===== config.mk =====
export PLATFORM = sky130hd
export DESIGN_NAME = sram_spi_master
export DESIGN_NICKNAME = d
export VERILOG_FILES = /design/src/rtl/sram_spi_pkg.sv /design/src/rtl/spi_clk_gen.sv /design/src/rtl/sram_spi_master.sv
export SDC_FILE = /design/constraint.sdc
export NUM_CORES = 1
export LEC_CHECK = 0
export BUFFER_PORTS_ARGS = -buffer_cell sky130_fd_sc_hd__buf_2
export CAP_MARGIN = 5
export CORE_ASPECT_RATIO = 0.6
export CORE_MARGIN = 10
export CORE_UTILIZATION = 35
export CTS_CLUSTER_SIZE = 16
export DETAILED_ROUTE_END_ITERATION = 7
export GPL_TIMING_DRIVEN = 0
export PLACE_DENSITY = 0.58
export SYNTH_ARGS = -nofsm -noshare
export SYNTH_HDL_FRONTEND = slang
export SYNTH_SLANG_ARGS = --single-unit
export TNS_END_PERCENT = 50

===== constraint.sdc =====
create_clock -name clk -period 3.5 [get_ports clk]
set_input_delay 0.35 -clock clk [delete_from_list [all_inputs] [get_ports clk]]
set_output_delay 0.35 -clock clk [all_outputs]
set_load 0.01 [all_outputs]

===== src/rtl/sram_spi_pkg.sv =====
// Shared constants, frame layout and state encoding for the SRAM SPI master.
package sram_spi_pkg;

    localparam int FRAME_BITS = 32;
    localparam int ADDR_BITS  = 17;
    localparam int DATA_BITS  = 8;

    localparam logic CMD_READ  = 1'b0;
    localparam logic CMD_WRITE = 1'b1;

    // Frame field positions, MSB first on the wire
    localparam int START_POS = 31;
    localparam int CMD_POS   = 30;
    localparam int ADDR_MSB  = 24;
    localparam int ADDR_LSB  = 8;
    localparam int DATA_MSB  = 7;
    localparam int DATA_LSB  = 0;

    typedef enum logic [2:0] {
        ST_IDLE  = 3'd0,
        ST_SETUP = 3'd1,
        ST_SHIFT = 3'd2,
        ST_HOLD  = 3'd3,
        ST_GAP   = 3'd4
    } state_t;

    // Assemble {1, cmd, 5'b0, addr, data}; reads carry a zero data byte
    function automatic logic [FRAME_BITS-1:0] build_frame(
        input logic                 write,
        input logic [ADDR_BITS-1:0] addr,
        input logic [DATA_BITS-1:0] wdata
    );
        logic [FRAME_BITS-1:0] f;
        f                    = '0;
        f[START_POS]         = 1'b1;
        f[CMD_POS]           = write ? CMD_WRITE : CMD_READ;
        f[ADDR_MSB:ADDR_LSB] = addr;
        f[DATA_MSB:DATA_LSB] = write ? wdata : '0;
        return f;
    endfunction

endpackage


===== src/rtl/spi_clk_gen.sv =====
// SPI clock divider: registered sclk that idles low, toggling every CLK_DIV
// clk cycles while enabled, with one-cycle strobes marking the clk edge on
// which sclk goes 0->1 (rise) or 1->0 (fall).
module spi_clk_gen #(
    parameter int unsigned CLK_DIV = 4
) (
    input  logic i_clk,
    input  logic i_rst,
    input  logic i_en,
    output logic o_sclk,
    output logic o_rise_evt,
    output logic o_fall_evt
);

    logic [7:0] r_div;
    logic       r_sclk;
    logic       w_tick;

    assign w_tick     = i_en && (r_div == 8'(CLK_DIV - 1));
    assign o_rise_evt = w_tick && !r_sclk;
    assign o_fall_evt = w_tick && r_sclk;
    assign o_sclk     = r_sclk;

    // Half-period divider; disabling forces sclk low and restarts the count
    always_ff @(posedge i_clk or posedge i_rst) begin
        if (i_rst) begin
            r_div  <= '0;
            r_sclk <= 1'b0;
        end else if (!i_en) begin
            r_div  <= '0;
            r_sclk <= 1'b0;
        end else if (w_tick) begin
            r_div  <= '0;
            r_sclk <= ~r_sclk;
        end else begin
            r_div  <= r_div + 8'd1;
        end
    end

endmodule


===== src/rtl/sram_spi_master.sv =====
// SPI master turning parallel SRAM requests into 32-bit frames for the
// CPLD SPI-to-SRAM bridge. One request per csn-low frame, mode 0, MSB first.
module sram_spi_master
    import sram_spi_pkg::*;
#(
    parameter int unsigned CLK_DIV   = 4,
    parameter int unsigned CSN_SETUP = 4,
    parameter int unsigned CSN_HOLD  = 8,
    parameter int unsigned CSN_IDLE  = 4
) (
    input  logic                 clk,
    input  logic                 rst,
    input  logic                 req_valid,
    output logic                 req_ready,
    input  logic                 req_write,
    input  logic [ADDR_BITS-1:0] req_addr,
    input  logic [DATA_BITS-1:0] req_wdata,
    output logic                 rsp_valid,
    output logic [DATA_BITS-1:0] rsp_rdata,
    output logic                 busy,
    output logic                 sclk,
    output logic                 csn,
    output logic                 mosi,
    input  logic                 miso
);

    state_t                  r_state;
    state_t                  w_state_nxt;

    logic [FRAME_BITS-2:0]   r_tx;      // bits still to send after the one on mosi
    logic [DATA_BITS-1:0]    r_rx;
    logic [5:0]              r_bitcnt;
    logic [7:0]              r_dly;
    logic                    r_write;
    logic                    r_mosi;
    logic                    r_csn;
    logic                    r_ready;
    logic                    r_busy;
    logic                    r_rsp_valid;
    logic [DATA_BITS-1:0]    r_rdata;

    logic [FRAME_BITS-1:0]   w_frame;
    logic                    w_accept;
    logic                    w_shift_en;
    logic                    w_rise;
    logic                    w_fall;
    logic                    w_last_fall;
    logic                    w_csn_nxt;
    logic                    w_ready_nxt;
    logic                    w_busy_nxt;
    logic                    w_rsp_nxt;

    assign w_frame     = build_frame(req_write, req_addr, req_wdata);
    assign w_accept    = req_valid && r_ready;
    assign w_shift_en  = (r_state == ST_SHIFT);
    assign w_last_fall = w_fall && (r_bitcnt == 6'(FRAME_BITS));

    spi_clk_gen #(
        .CLK_DIV (CLK_DIV)
    ) u_clk_gen (
        .i_clk      (clk),
        .i_rst      (rst),
        .i_en       (w_shift_en),
        .o_sclk     (sclk),
        .o_rise_evt (w_rise),
        .o_fall_evt (w_fall)
    );

    // State register
    always_ff @(posedge clk or posedge rst) begin
        if (rst) begin
            r_state <= ST_IDLE;
        end else begin
            r_state <= w_state_nxt;
        end
    end

    // Next-state logic
    always_comb begin
        w_state_nxt = r_state;
        unique case (r_state)
            ST_IDLE:  if (w_accept)                        w_state_nxt = ST_SETUP;
            ST_SETUP: if (r_dly == 8'(CSN_SETUP - 1))      w_state_nxt = ST_SHIFT;
            ST_SHIFT: if (w_last_fall)                     w_state_nxt = ST_HOLD;
            ST_HOLD:  if (r_dly == 8'(CSN_HOLD - 1))       w_state_nxt = ST_GAP;
            ST_GAP:   if (r_dly == 8'(CSN_IDLE - 1))       w_state_nxt = ST_IDLE;
            default:                                       w_state_nxt = ST_IDLE;
        endcase
    end

    // Output decode from the upcoming state so the pins can be registered
    always_comb begin
        w_csn_nxt   = 1'b1;
        w_ready_nxt = 1'b0;
        w_busy_nxt  = 1'b1;
        unique case (w_state_nxt)
            ST_IDLE: begin
                w_ready_nxt = 1'b1;
                w_busy_nxt  = 1'b0;
            end
            ST_SETUP, ST_SHIFT, ST_HOLD: w_csn_nxt = 1'b0;
            default: w_csn_nxt = 1'b1;
        endcase
        w_rsp_nxt = (r_state == ST_HOLD) && (w_state_nxt == ST_GAP);
    end

    // Registered handshake and chip-select outputs
    always_ff @(posedge clk or posedge rst) begin
        if (rst) begin
            r_csn       <= 1'b1;
            r_ready     <= 1'b0;
            r_busy      <= 1'b0;
            r_rsp_valid <= 1'b0;
        end else begin
            r_csn       <= w_csn_nxt;
            r_ready     <= w_ready_nxt;
            r_busy      <= w_busy_nxt;
            r_rsp_valid <= w_rsp_nxt;
        end
    end

    // Frame shifter, miso capture, bit/delay counters and response data
    always_ff @(posedge clk or posedge rst) begin
        if (rst) begin
            r_tx     <= '0;
            r_rx     <= '0;
            r_mosi   <= 1'b0;
            r_bitcnt <= '0;
            r_dly    <= '0;
            r_write  <= 1'b0;
            r_rdata  <= '0;
        end else begin
            if ((w_state_nxt != r_state) || (r_state == ST_IDLE)) begin
                r_dly <= '0;
            end else begin
                r_dly <= r_dly + 8'd1;
            end

            if (w_accept) begin
                r_tx     <= w_frame[FRAME_BITS-2:0];
                r_mosi   <= w_frame[START_POS];
                r_bitcnt <= '0;
                r_write  <= req_write;
            end else if (w_rise) begin
                r_rx     <= {r_rx[DATA_BITS-2:0], miso};
                r_bitcnt <= r_bitcnt + 6'd1;
            end else if (w_fall && !w_last_fall) begin
                r_mosi   <= r_tx[FRAME_BITS-2];
                r_tx     <= {r_tx[FRAME_BITS-3:0], 1'b0};
            end

            // The rx register holds the last eight sampled bits, i.e. rises 25..32
            if (w_rsp_nxt) begin
                r_rdata <= r_write ? '0 : r_rx;
                r_mosi  <= 1'b0;
            end
        end
    end

    assign req_ready = r_ready;
    assign busy      = r_busy;
    assign csn       = r_csn;
    assign mosi      = r_mosi;
    assign rsp_valid = r_rsp_valid;
    assign rsp_rdata = r_rdata;

endmodule


# == Yosys cells after proc, flatten, opt, wreduce, memory -nomap -nowiden ==
# Cells that the tools add are included.
# word_totals
wordCells,80
in_bits,30
ff_bits,79
# op_classes
bitwise,2
reduce_logical,19
add_sub_neg,3
mux,26
n_eq_ne,16
# ops
cell,count
31-bit 2-to-1 mux,3
8-bit 2-to-1 mux,5
"8-bit by 1-bit adder with 8-bit output, second input constant",2
"8-bit by 2-bit == test with 1-bit output, second input constant",2
3-bit 2-to-1 mux,5
3-bit case mux with 5 select lines,1
"3-bit by 2-bit == test with 1-bit output, second input constant",4
6-bit 2-to-1 mux,2
1-bit 2-to-1 mux,10
"8-bit by 3-bit == test with 1-bit output, second input constant",1
1-bit logical AND,7
"6-bit by 1-bit adder with 6-bit output, second input constant",1
"3-bit by 1-bit == test with 1-bit output, second input constant",2
"3-bit == test, second input constant",2
"6-bit == test, second input constant",1
3-bit logical NOT,2
2-bit AND reduction,3
"2-bit != test, second input constant",2
2-bit nonzero test,2
3-bit != test,1
"3-bit != test, second input constant",1
3-bit nonzero test,1
3-bit OR reduction,1
1-bit logical NOT,2
2 further kinds,3

# == Logic depth before layout (Yosys ltp) ==
# Gate-level depths: netlist (run 1).
# depth
word_depth,10
depth_mapped,7
depth_no_buf,6

# == Hierarchy ==
# From an unflattened synthesis (run 1), not the netlist that was laid out.
# hier_totals
hier_cells,377
area_unflattened_um2,3590.9
# by_module_without_submodules
module,seq_area_each_um2,cells_per_inst,area_each_um2,instances
sram_spi_master,1752.9,331,3149.3,1
spi_clk_gen,225.2,46,441.7,1

# == Worst setup path before layout (run 1) ==
# Ideal clock, no wire load.
# synth_path
path_type,register to register
from,register r_dly[0]
to,register r_busy (netlist: busy)
synth_period_minus_slack_ps,1910
path_buffers,1
stages_incl_launch_ff,7
t_arrival_ps,1771
slack_ps,1590
cell_sequence,dfrtp_1 ha_1 buf_4 or4b_4 nor4_2 nor3_1 or4_1
# synth_between
elab_chain_len,5
# synth_rtl
element,line,rtl
"start, declared",sram_spi_master.sv:33,logic [7:0] r_dly;
"start signal, assigned",sram_spi_master.sv:136,r_dly <= r_dly + 8'd1;
8-bit by 2-bit == test with 1-bit output / 8-bit by 3-bit == test with 1-bit output (equally long branches),"sram_spi_master.sv:83, sram_spi_master.sv:86, sram_spi_master.sv:85",
"3-bit 2-to-1 mux, on equally long branches","sram_spi_master.sv:86, sram_spi_master.sv:83, sram_spi_master.sv:85",
3-bit case mux with 5 select lines (*),sram_spi_master.sv:81,unique case (r_state)
via w_state_nxt[2],sram_spi_master.sv:28,state_t w_state_nxt;
3-bit logical NOT (*),sram_spi_master.sv:96,unique case (w_state_nxt)
1-bit 2-to-1 mux (*),sram_spi_master.sv:96,
via w_busy_nxt,sram_spi_master.sv:50,logic w_busy_nxt;
"end signal, assigned",sram_spi_master.sv:117,r_busy <= w_busy_nxt;
"end, declared",sram_spi_master.sv:38,logic r_busy;
# Mark *: on every way through the listed nets, which the timed path passes. The rest lies on a longest branch.
# A chain may end at the register's enable or synchronous reset.

# == Final worst setup path (run 1) ==
# layout_path
from,register r_state[2]
to,register r_tx[22]
# layout_between
elab_chain_len,8
# layout_rtl
element,line,rtl
"start, declared",sram_spi_master.sv:27,state_t r_state;
"start signal, assigned",sram_spi_master.sv:74,r_state <= w_state_nxt;
3-bit by 2-bit == test with 1-bit output (*),sram_spi_master.sv:55,assign w_shift_en = (r_state == ST_SHIFT);
1-bit logical AND (*),spi_clk_gen.sv:19,assign w_tick = i_en && (r_div == 8'(CLK_DIV - 1));
1-bit logical AND,spi_clk_gen.sv:21,assign o_fall_evt = w_tick && r_sclk;
1-bit logical AND,sram_spi_master.sv:56,assign w_last_fall = w_fall && (r_bitcnt == 6'(FRAME_BITS));
1-bit logical NOT,sram_spi_master.sv:147,end else if (w_fall && !w_last_fall) begin
1-bit logical AND,sram_spi_master.sv:147,
2-bit nonzero test (no source line),-,
2-bit AND reduction (no source line) (*),-,
"end signal, assigned",sram_spi_master.sv:140,r_tx <= w_frame[FRAME_BITS-2:0];
"end signal, assigned",sram_spi_master.sv:149,"r_tx <= {r_tx[FRAME_BITS-3:0], 1'b0};"
"end, declared",sram_spi_master.sv:30,logic [FRAME_BITS-2:0] r_tx;
# Every way passes the cells marked *; elsewhere a longest branch is shown, timed or not.

==> results of run 1 <==
==> area by class of cell <==
class | count | area share [%]
sequential | 79 | 43.6
multi-input combinational | 278 | 37.1
timing repair buffer | 44 | 5.46
clock buffer | 11 | 5.35
tap | 139 | 3.83
buffer | 29 | 2.89
clock inverter | 5 | 1.27
inverter | 5 | 0.469
==> metrics by stage <==
step	utilization, %	area (um2)	hold slack, ns
floorplan	-	3810	0.434
global placement	39.6	4200	0.445
detailed placement	39.9	4230	0.283
CTS	42.8	4540	0.248
global route	42.8	4540	0.250
finish	42.8	4540	0.257
==> power groups by stage <==
| stage | Sequential [uW] | Combinational [uW] | Clock, uW |
|---|---|---|---|
| floorplan | 1230 | 522 | 0 |
| global placement | 1250 | 674 | 0 |
| detailed placement | 1260 | 696 | 0 |
| CTS | 1240 | 697 | 965 |
| global route | 1270 | 794 | 996 |
| finish | 1250 | 694 | 936 |
==> cell families (layout without fill, tap and decap cells) <==
logic type,Yosys count,count (layout),synth area share [%]
AOI/OAI and AO/OA,118,118,17.9
xor gates and xnor gates,17,17,3.90
adders and majority gates,4,4,1.31
buffers and inverters,34,94,3.94
DFF,79,79,51.9
muxes,10,10,2.92
and+or+nand+nor,129,129,18.1
==> metal layers <==
layer	vias up	global-route usage, %
met4	0	5.21
li1	1513	-
met1	1505	16.6
met3	8	3.58
met5	-	0
met2	85	16.0
==> state kept, by name, summed over array words and instances, names as in the netlist <==
name	count
busy	1
r_write	1
rsp_valid	1
u_clk_gen.o_sclk	1
mosi	1
rsp_rdata	8
r_state	3
u_clk_gen.r_div	8
r_bitcnt	6
r_tx	31
req_ready	1
r_dly	8
r_rx	8
csn	1
==> how the worst min path moves through the flow <==
stage / from / end / slack [ns] / depth (start not counted)
2_1_floorplan: r_dly[0] / r_dly[0] / 0.43 / 1
3_3_place_gp: rsp_rdata[7] / rsp_rdata[7] / 0.45 / 2
3_5_place_dp: rst / rsp_rdata[5] / 0.28 / 2
4_1_cts: req_addr[5] / r_tx[13] / 0.25 / 3
5_1_grt: miso / r_rx[0] / 0.25 / 2
6_report: req_wdata[0] / r_tx[0] / 0.26 / 3
==> cells in the final DEF (no fill, tap or decap), drive strengths merged, types with 3 or more instances in the layout <==
| cell type | synthesis | final |
|---|---|---|
| nor2 | 40 | 40 |
| and3 | 9 | 9 |
| nand3b | 8 | 8 |
| nand2 | 27 | 27 |
| mux2 | 9 | 9 |
| xnor2 | 5 | 5 |
| nor3 | 5 | 5 |
| a21oi | 42 | 42 |
| buf | 8 | 51 |
| xor2 | 12 | 12 |
| clkbuf | 21 | 32 |
| nand4 | 7 | 7 |
| dfrtp | 78 | 78 |
| nor3b | 3 | 3 |
| inv | 5 | 5 |
| o21ai | 36 | 36 |
| clkinv | 0 | 4 |
| a31oi | 27 | 27 |
| ha | 4 | 4 |
| nand3 | 16 | 16 |
| a211oi | 7 | 7 |
==> critical path, cell delays in order, from the launching register on <==
cell and delay (ns):
dfrtp_1 0.37, buf_6 0.14, nor3b_1 0.58, nand4_1 0.41, clkbuf_1 0.32, o21ai_0 0.23, a21oi_1 0.09
==> impl_metrics.yaml, run 1 <==
sta:
  tightest_slew_ns: 0.700
  fin_skew_ns: 0.00659
  slew_headroom_pct: 53.2
  period_minus_slack_ns: 2.25
  fin_ws_ns: 1.25
  setup_tns_ns: 0
  slew_viol_final: 0
  finalCritPeriodShare_pct: 64.4
  hold_viol: 0
  rsz0062_at_grt: "false"
  fmax_mhz: 444
  finalSetupViolCount: 0
floorplan:
  design.die.area_um2: 15600
  ios: 44
  initial_core_util_pct: 36.0
  die_h_um: 101
  die_x_um: 155
  core-area_um2: 10600
  rows: 29
placement:
  dp_hpwl_um: 6390
  port_buffers: 42
  dp_cells: 573
  post-place-ws_ns: 1.27
  gp_congestion: 0.777
yosys:
  syn_area_um2: 3810
  ys_seq_elements: 79
  synth_cell_types: 46
  yosys.area.top_type_share_pct: 51.2
  ys_top_cells_by_count: "78 x dfrtp_1, 42 x a21oi_1, 40 x nor2_1"
  syn_area_per_cell_um2: 9.75
  yosysMostFrequentCell: "dfrtp_1"
  synth_edf_count: 0
  ys_top_cells_by_area: "dfrtp_1 51%, a21oi_1 5.5%, o21ai_0 4.6%, a31oi_1 4.4%, nor2_1 3.9%"
  yosys_warnings: 0
  async_flop_share_pct: 100
  syn_nets: 425
  synth_top_area_cell: "dfrtp_1"
  synth_ff_type: "dfrtp_1"
  postSynthCellCount: 391
  seq_area_frac_synth_pct: 51.9
cts:
  post_cts_buffers: 0
  cts.sinks: 79
  htree_levels: 3
  cts_tree: "built"
  cts_made_buffers: 9
  clockRootBuffer: "clkbuf_16"
  path_clk_slew_ns: 0.06
  cts_hold_buf: 1
  postCtsResizedCells: 0
  ctsLongestPathBuffers: 2
  clk_latency_ns: 0.34
worst_setup_path:
  reg2reg_to: "r_tx[22]"
  cp.arrival_ns: 2.47
  crit_end: "r_tx[22]"
  worstReg2RegStart: "r_state[2]"
  r2r_slack_ns: 1.25
  startpoint_type: "flip-flop"
  cp_max_fo: 10
  cp-end-kind: "flip-flop"
  crit_start: "r_state[2]"
  ff2ff_path_depth: 6
  crit_type: "reg2reg"
  required_ns: 3.71
power:
  vdd_drop_max_v: 0.000266
  clkPwrFrac_pct: 32.6
  powerDensity_nw_per_um2: 634
  switching_share_pct: 31.4
  total_power_uw: 2880
  p_leak_uw: 0.00201
  seqPwrFrac_pct: 43.3
  switching_power_uw: 903
  p_int_uw: 1970
  combinationalPowerShare_pct: 24.1
drt:
  post-route-drc-count: 0
  dr.max_layer_used: "met4"
  wl_met1_um: 4670
  route.met2.wl_um: 3650
  drt_iter0_markers: 236
  dr_wl_met3_um: 514
  wl_per_cell_um: 15.2
  vias: 3111
  vias_per_cell: 5.27
  drtAntennaViolNets: 0
  drt_wl_total_um: 8970
  drt-pass1-iter-count: 5
cells_and_area:
  fill_cells: 1051
  post_route_cells_drive_above_1_share_pct: 19.7
  final_nets: 480
  n_antenna_cell: 0
  syn_to_final_growth_pct: 19.0
  multi_input_area_um2: 1690
  final-seq-area_um2: 1980
  fin_cells: 590
run_status:
  status: "finished, final reports clean"
global_route:
  grt_pass1_wl_um: 15000
  grt_max_degree: 67
  grt_usage_pct: 11.7
  antenna_found_initial: 0
  overflow: 0
  grt_pass1_vias: 3030
flow_run:
  cap_violations: 0
worst_hold_path:
  worst_hold_path_type: "in2reg"
(Power assumes the default switching activity.)
==> run 2, diff against run 1 <==
--- a/config.mk
+++ b/config.mk
@@ -5,6 +5,7 @@
 export SDC_FILE = /design/constraint.sdc
 export NUM_CORES = 1
 export LEC_CHECK = 0
+export ABC_AREA = 1
 export BUFFER_PORTS_ARGS = -buffer_cell sky130_fd_sc_hd__buf_2
 export CAP_MARGIN = 5
 export CORE_ASPECT_RATIO = 0.6
@@ -13,7 +14,7 @@
 export CTS_CLUSTER_SIZE = 16
 export DETAILED_ROUTE_END_ITERATION = 7
 export GPL_TIMING_DRIVEN = 0
-export PLACE_DENSITY = 0.58
+export PLACE_DENSITY = 0.6
 export SYNTH_ARGS = -nofsm -noshare
 export SYNTH_HDL_FRONTEND = slang
 export SYNTH_SLANG_ARGS = --single-unit
==> constraint.sdc (replaced) <==
create_clock -name clk -period 1.9 [get_ports clk]
set_input_delay 0.19 -clock clk [delete_from_list [all_inputs] [get_ports clk]]
set_output_delay 0.19 -clock clk [all_outputs]
set_load 0.01 [all_outputs]
==> run 2 against run 1 <==
Against the previous run:
- core utilization down 0.092 points
- sequential cell count unchanged
- register-to-register slack worse by 1.1 ns
- critical endpoint unchanged
- largest power group is now clock
==> impl_metrics.yaml, run 2 <==
yosys:
  syn_area_per_cell_um2: 8.87
  synth_ff_type: "dfrtp_1"
  yosysMostFrequentCell: "nand2_1"
  ys_top_cells_by_area: "dfrtp_1 52%, nand2_1 8.2%, inv_1 4.9%, nand3_1 4.8%, nor2_1 3.6%"
  yosys.area.top_type_share_pct: 52.5
  postSynthCellCount: 419
  yosys_warnings: 0
  async_flop_share_pct: 100
  ys_seq_elements: 79
  syn_nets: 453
  ys_top_cells_by_count: "81 x nand2_1, 78 x dfrtp_1, 49 x inv_1"
  seq_area_frac_synth_pct: 53.2
  synth_cell_types: 36
  synth_edf_count: 0
  syn_area_um2: 3720
  synth_top_area_cell: "dfrtp_1"
cells_and_area:
  final_common_cell: "nand2_1"
  stdcell_area_um2: 4480
  multi_input_area_um2: 1440
  post_route_cells_drive_above_1_share_pct: 20.0
  top_register: "r_tx"
  syn_to_final_growth_pct: 20.5
  n_antenna_cell: 0
  final_nets: 510
  layout_common_cells: "81 x nand2_1, 78 x dfrtp_1, 48 x inv_1"
  fill_cells: 1045
  final-seq-area_um2: 1980
  largest_register_ffs: 31
floorplan:
  ios: 44
  initial_core_util_pct: 35.5
  design.die.area_um2: 15300
  die_h_um: 99.8
  rows: 29
  core-area_um2: 10500
  die_x_um: 153
drt:
  vias_per_cell: 4.64
  drt-pass1-iter-count: 8
  drt_iter0_markers: 141
  wl_per_cell_um: 13.3
  drtAntennaViolNets: 0
  post-route-drc-count: 0
  vias: 2879
  drt_wl_total_um: 8270
worst_setup_path:
  critPathBufInv: 3
  reg2reg_to: "r_tx[22]"
  startpoint_type: "flip-flop"
  cp.arrival_ns: 2.00
  path_cells: "ha_1 -> nand2_1 -> nor2_1 -> inv_2 -> nor2_8 -> nand3_4 -> clkinv_2 -> buf_6 -> nand3_1 -> o211ai_1"
  cp_slowest_cell: "dfrtp_1"
  cp_max_fo: 10
  cp-end-kind: "flip-flop"
  ff2ff_path_depth: 10
  crit_family: "simple AND/OR/NAND/NOR gates"
  required_ns: 2.15
  r2r_slack_ns: 0.15
  critical_path.max_stage_delay_ns: 0.37
  crit_type: "reg2reg"
  crit_start: "u_clk_gen.r_div[0]"
  worstReg2RegStart: "u_clk_gen.r_div[0]"
power:
  total_power_uw: 3540
  p_leak_uw: 0.00212
  vdd_drop_max_v: 0.000467
  powerDensity_nw_per_um2: 790
cts:
  ctsLongestPathBuffers: 2
  path_clk_slew_ns: 0.06
  cts_tree: "built"
  cts.sinks: 79
  clockRootBuffer: "clkbuf_16"
  clk_latency_ns: 0.33
  cts_made_buffers: 9
  htree_levels: 3
worst_hold_path:
  whs_path_depth: 3
  hp-start: "req_addr[15]"
  worst_hold_path_type: "in2reg"
  worst_hold_path.endpoint: "r_tx[23]"
placement:
  place_area_um2: 4150
  port_buffers: 42
  gp_congestion: 0.810
  dp_hpwl_um: 6070
sta:
  slew_headroom_pct: 65.5
  period_minus_slack_ns: 1.75
  tightest_slew_ns: 0.517
  setup_tns_ns: 0
  finalSetupViolCount: 0
  fmax_mhz: 570
  slew_viol_final: 0
  fin_skew_ns: 0.00617
  rsz0062_at_grt: "false"
  hold_viol: 0
  finalCritPeriodShare_pct: 92.3
  whs_ns: 0.0854
global_route:
  antenna_found_initial: 0
  grt_pass1_wl_um: 14200
  grt_usage_pct: 11.2
  grt_pass1_vias: 2940
  overflow: 0
  grt_max_degree: 39
run_status:
  status: "finished, final reports clean"
flow_run:
  cap_violations: 0
## run 2: cell types whose count changed in the layout (fill, tap and decap cells not counted), moves of 11 or more
cell | previous run | this run
a21oi_1 | 42 | 11
a31oi_1 | 27 | 0
clkbuf_1 | 21 | 8
inv_1 | 4 | 48
nand2_1 | 26 | 81
nand3_1 | 16 | 36
o211ai_1 | 0 | 12
o21ai_1 | 0 | 11
## run 2: cell families (layout without fill, tap and decap cells)
| family | Yosys count | in the layout | synth area share, % |
|---|---|---|---|
| AND/OR/NAND/NOR | 181 | 181 | 22.8 |
| adder cells (fa/ha/maj) | 4 | 4 | 1.35 |
| XOR/XNOR | 9 | 9 | 2.12 |
| buffers and inverters | 70 | 132 | 8.34 |
| flip-flops | 79 | 79 | 53.2 |
| AO/OA/AOI/OAI | 76 | 76 | 12.1 |
## run 2: layer usage
layer | global-route usage (%) | wire length [um] | vias to the layer above
li1 | - | - | 1480
met4 | 3.87 | 102 | 0
met5 | 0 | 0 | -
met1 | 15.8 | 4340 | 1335
met2 | 14.9 | 3240 | 58
met3 | 4.44 | 579 | 6
## run 2: worst register-to-register path, cell delays in order, from the launching register on
cell	delay, ns
dfrtp_1	0.37
ha_1	0.20
nand2_1	0.06
nor2_1	0.16
inv_2	0.09
nor2_8	0.11
nand3_4	0.17
clkinv_2	0.12
buf_6	0.15
nand3_1	0.12
o211ai_1	0.12
## run 2: area by class of cell
type	instances	share of cell area [%]
Timing Repair Buffer	46	5.97
Tap cell	139	3.88
Sequential cell	79	44.1
Inverter	54	4.69
Buffer	16	2.32
Multi-Input combinational cell	270	32.1
Clock buffer	13	6.03
Clock inverter	3	0.893
## run 2: worst max path at each step
stage,cells after the start,end
finish,10,r_tx[22]
global route,10,r_tx[22]
CTS,9,r_dly[4]
detailed placement,9,r_dly[4]
global placement,10,r_tx[22]
floorplan,9,r_tx[22]
## run 2: timing repair
item	in CTS	in global routing
setup endpoints to repair	0	22
hold endpoints to repair	9	0
hold buffers	1	0
resized for setup	0	3
buffers inserted	0	1
## run 2: metrics by stage
step	util (%)	cells	setup slack, ns
after global placement	39.2	600	0.168
after global routing	42.7	620	0.00484
after CTS	42.6	619	0.111
after detailed placement	39.5	602	0.148
final	42.7	620	0.146
after floorplan	-	419	0.407
## run 2: report_power, final
part           leakage (uW)  internal (uW)  switching [uW]
logic               0.00102           33.4            52.7
clock network      0.000156           1120             638
registers          0.000951           1690            3.83
==> run 3, diff against run 2 <==
--- a/config.mk
+++ b/config.mk
@@ -13,7 +13,7 @@
 export CORE_UTILIZATION = 35
 export CTS_CLUSTER_SIZE = 16
 export DETAILED_ROUTE_END_ITERATION = 7
-export GPL_TIMING_DRIVEN = 0
+export GPL_TIMING_DRIVEN = 1
 export PLACE_DENSITY = 0.6
 export SYNTH_ARGS = -nofsm -noshare
 export SYNTH_HDL_FRONTEND = slang
==> constraint.sdc (replaced) <==
create_clock -name clk -period 1.9 [get_ports clk]
set_input_delay 0.38 -clock clk [delete_from_list [all_inputs] [get_ports clk]]
set_output_delay 0.38 -clock clk [all_outputs]
set_load 0.01 [all_outputs]
==> run 3 against run 2 <==
Against the previous run:
- non-clock buffer count is 7 lower
- cell count fell by 1.1%
- first-iteration DRC count increased by 20%
- combinational power is essentially flat
- sequential share of layout area decreased by 0.15 points
- clock skew increased by 0.00086 ns
- worst setup slack got worse by 0.0039 ns
==> impl_metrics.yaml, run 3 (same netlist as run 2, synthesis figures left out) <==
run_status:
  status: "finished, final reports clean"
global_route:
  busiest_layer: "met1"
  grt_use_met1_pct: 15.7
  overflow: 0
  grt_pass1_wl_um: 14100
  grt_usage_pct: 11.2
  grt_pass1_vias: 2932
  grt_max_degree: 30
  met3_usage_pct: 4.36
  grt.met2_usage_pct: 15.6
  antenna_found_initial: 0
worst_hold_path:
  worst_hold_path_type: "in2async"
floorplan:
  die_x_um: 153
  design.die.area_um2: 15300
  ios: 44
  die_h_um: 99.8
  rows: 29
  core-area_um2: 10500
  initial_core_util_pct: 35.5
drt:
  drt_iter0_markers: 169
  post-route-drc-count: 0
  drt-pass1-iter-count: 4
  drtAntennaViolNets: 0
  wl_per_cell_um: 13.4
  vias: 2914
  drt_wl_total_um: 8240
  vias_per_cell: 4.75
sta:
  whs_ns: 0.105
  finalSetupViolCount: 0
  fin_skew_ns: 0.00703
  fin_ws_ns: 0.142
  tightest_slew_ns: 0.595
  finalCritPeriodShare_pct: 92.5
  rsz0062_at_grt: "true"
  period_minus_slack_ns: 1.76
  hold_viol: 0
  fmax_mhz: 569
  slew_headroom_pct: 60.2
  slew_viol_final: 0
cells_and_area:
  n_antenna_cell: 0
  post_route_cells_drive_above_1_share_pct: 19.8
  largest_register_ffs: 31
  final_nets: 503
  top_register: "r_tx"
  layout_common_cells: "81 x nand2_1, 78 x dfrtp_1, 48 x inv_1"
  syn_to_final_growth_pct: 20.9
  final_common_cell: "nand2_1"
cts:
  clk_latency_ns: 0.34
  cts.sinks: 79
  cts_made_buffers: 9
  path_clk_slew_ns: 0.06
  htree_levels: 3
  clockRootBuffer: "clkbuf_16"
  cts_tree: "built"
  ctsLongestPathBuffers: 2
  cts_hold_buf: 0
worst_setup_path:
  crit_type: "reg2reg"
  startpoint_type: "flip-flop"
  ff2ff_path_depth: 9
  crit_start: "u_clk_gen.r_div[0]"
  crit_end: "r_tx[12]"
  cp.arrival_ns: 2.02
  reg2reg_to: "r_tx[12]"
  required_ns: 2.16
  cp-end-kind: "flip-flop"
  r2r_slack_ns: 0.14
  worstReg2RegStart: "u_clk_gen.r_div[0]"
  cp_max_fo: 22
placement:
  port_buffers: 43
  dp_hpwl_um: 6080
  post-place-ws_ns: 0.0946
  gp_congestion: 0.723
flow_run:
  cap_violations: 0
power:
  vdd_drop_max_v: 0.000412
  powerDensity_nw_per_um2: 860
  p_leak_uw: 0.00213
## run 3: cell count changes in the layout (fill, tap and decap cells not counted), sizes merged
cell         change
clkbuf           -9
dlygate4sd3      -1
bufinv           +3
inv              +2
buf              +1
clkinv           -3
## run 3: worst max-delay path, stage by stage (launching register included)
cell and delay, ns:
dfrtp_1 0.37, ha_1 0.21, nand2_1 0.06, nor2_1 0.18, inv_2 0.09, nor2_8 0.12, nand3_4 0.19, inv_6 0.22
nand2_1 0.08, a21oi_1 0.16
## run 3: where the power goes
part           total [uW]  switching [uW]  internal, uW
logic                85.8            52.4          33.4
clock network        2090             667          1420
registers            1690            3.54          1690
## run 3: per-layer routing
metal  part of all wire [%]  wire length [um]  vias up
li1                       -                 -     1473
met1                     51              4230     1367
met2                     41              3420       65
met3                    6.1               505        9
met4                    1.1                91        0
met5                      0                 0        -
## run 3: worst min-delay path by stage
stage                             from                  to
detailed placement            r_dly[0]            r_dly[0]
finish                             rst        rsp_rdata[3]
CTS                                rst        rsp_rdata[3]
global route                       rst        rsp_rdata[5]
floorplan           u_clk_gen.r_div[0]  u_clk_gen.r_div[0]
global placement              r_dly[0]            r_dly[0]
## run 3: cell type report
cell class                 count  area (um2)
tap                          139         174
clock inverter                 5         129
inverter                      54         214
fill                         981        5990
timing repair buffer          55         330
clock buffer                  11         233
multi-input combinational    270        1440
sequential                    79        1980
## run 3: what timing repair did
item,4_1_cts,5_1_grt
buffers inserted,0,1
gates resized for setup,0,3
endpoints found under the setup margin,0,32
## run 3: per-stage QoR
step	TNS [ns]	cell area, um2	util [%]	total power [uW]	std cells
finish	0	4500	42.9	3870	613
global route	-0.0263	4500	42.9	4020	613
CTS	0	4480	42.7	3920	612
detailed placement	0	4120	39.2	1810	596
global placement	0	4120	39.2	1810	596
floorplan	0	3720	-	1760	419
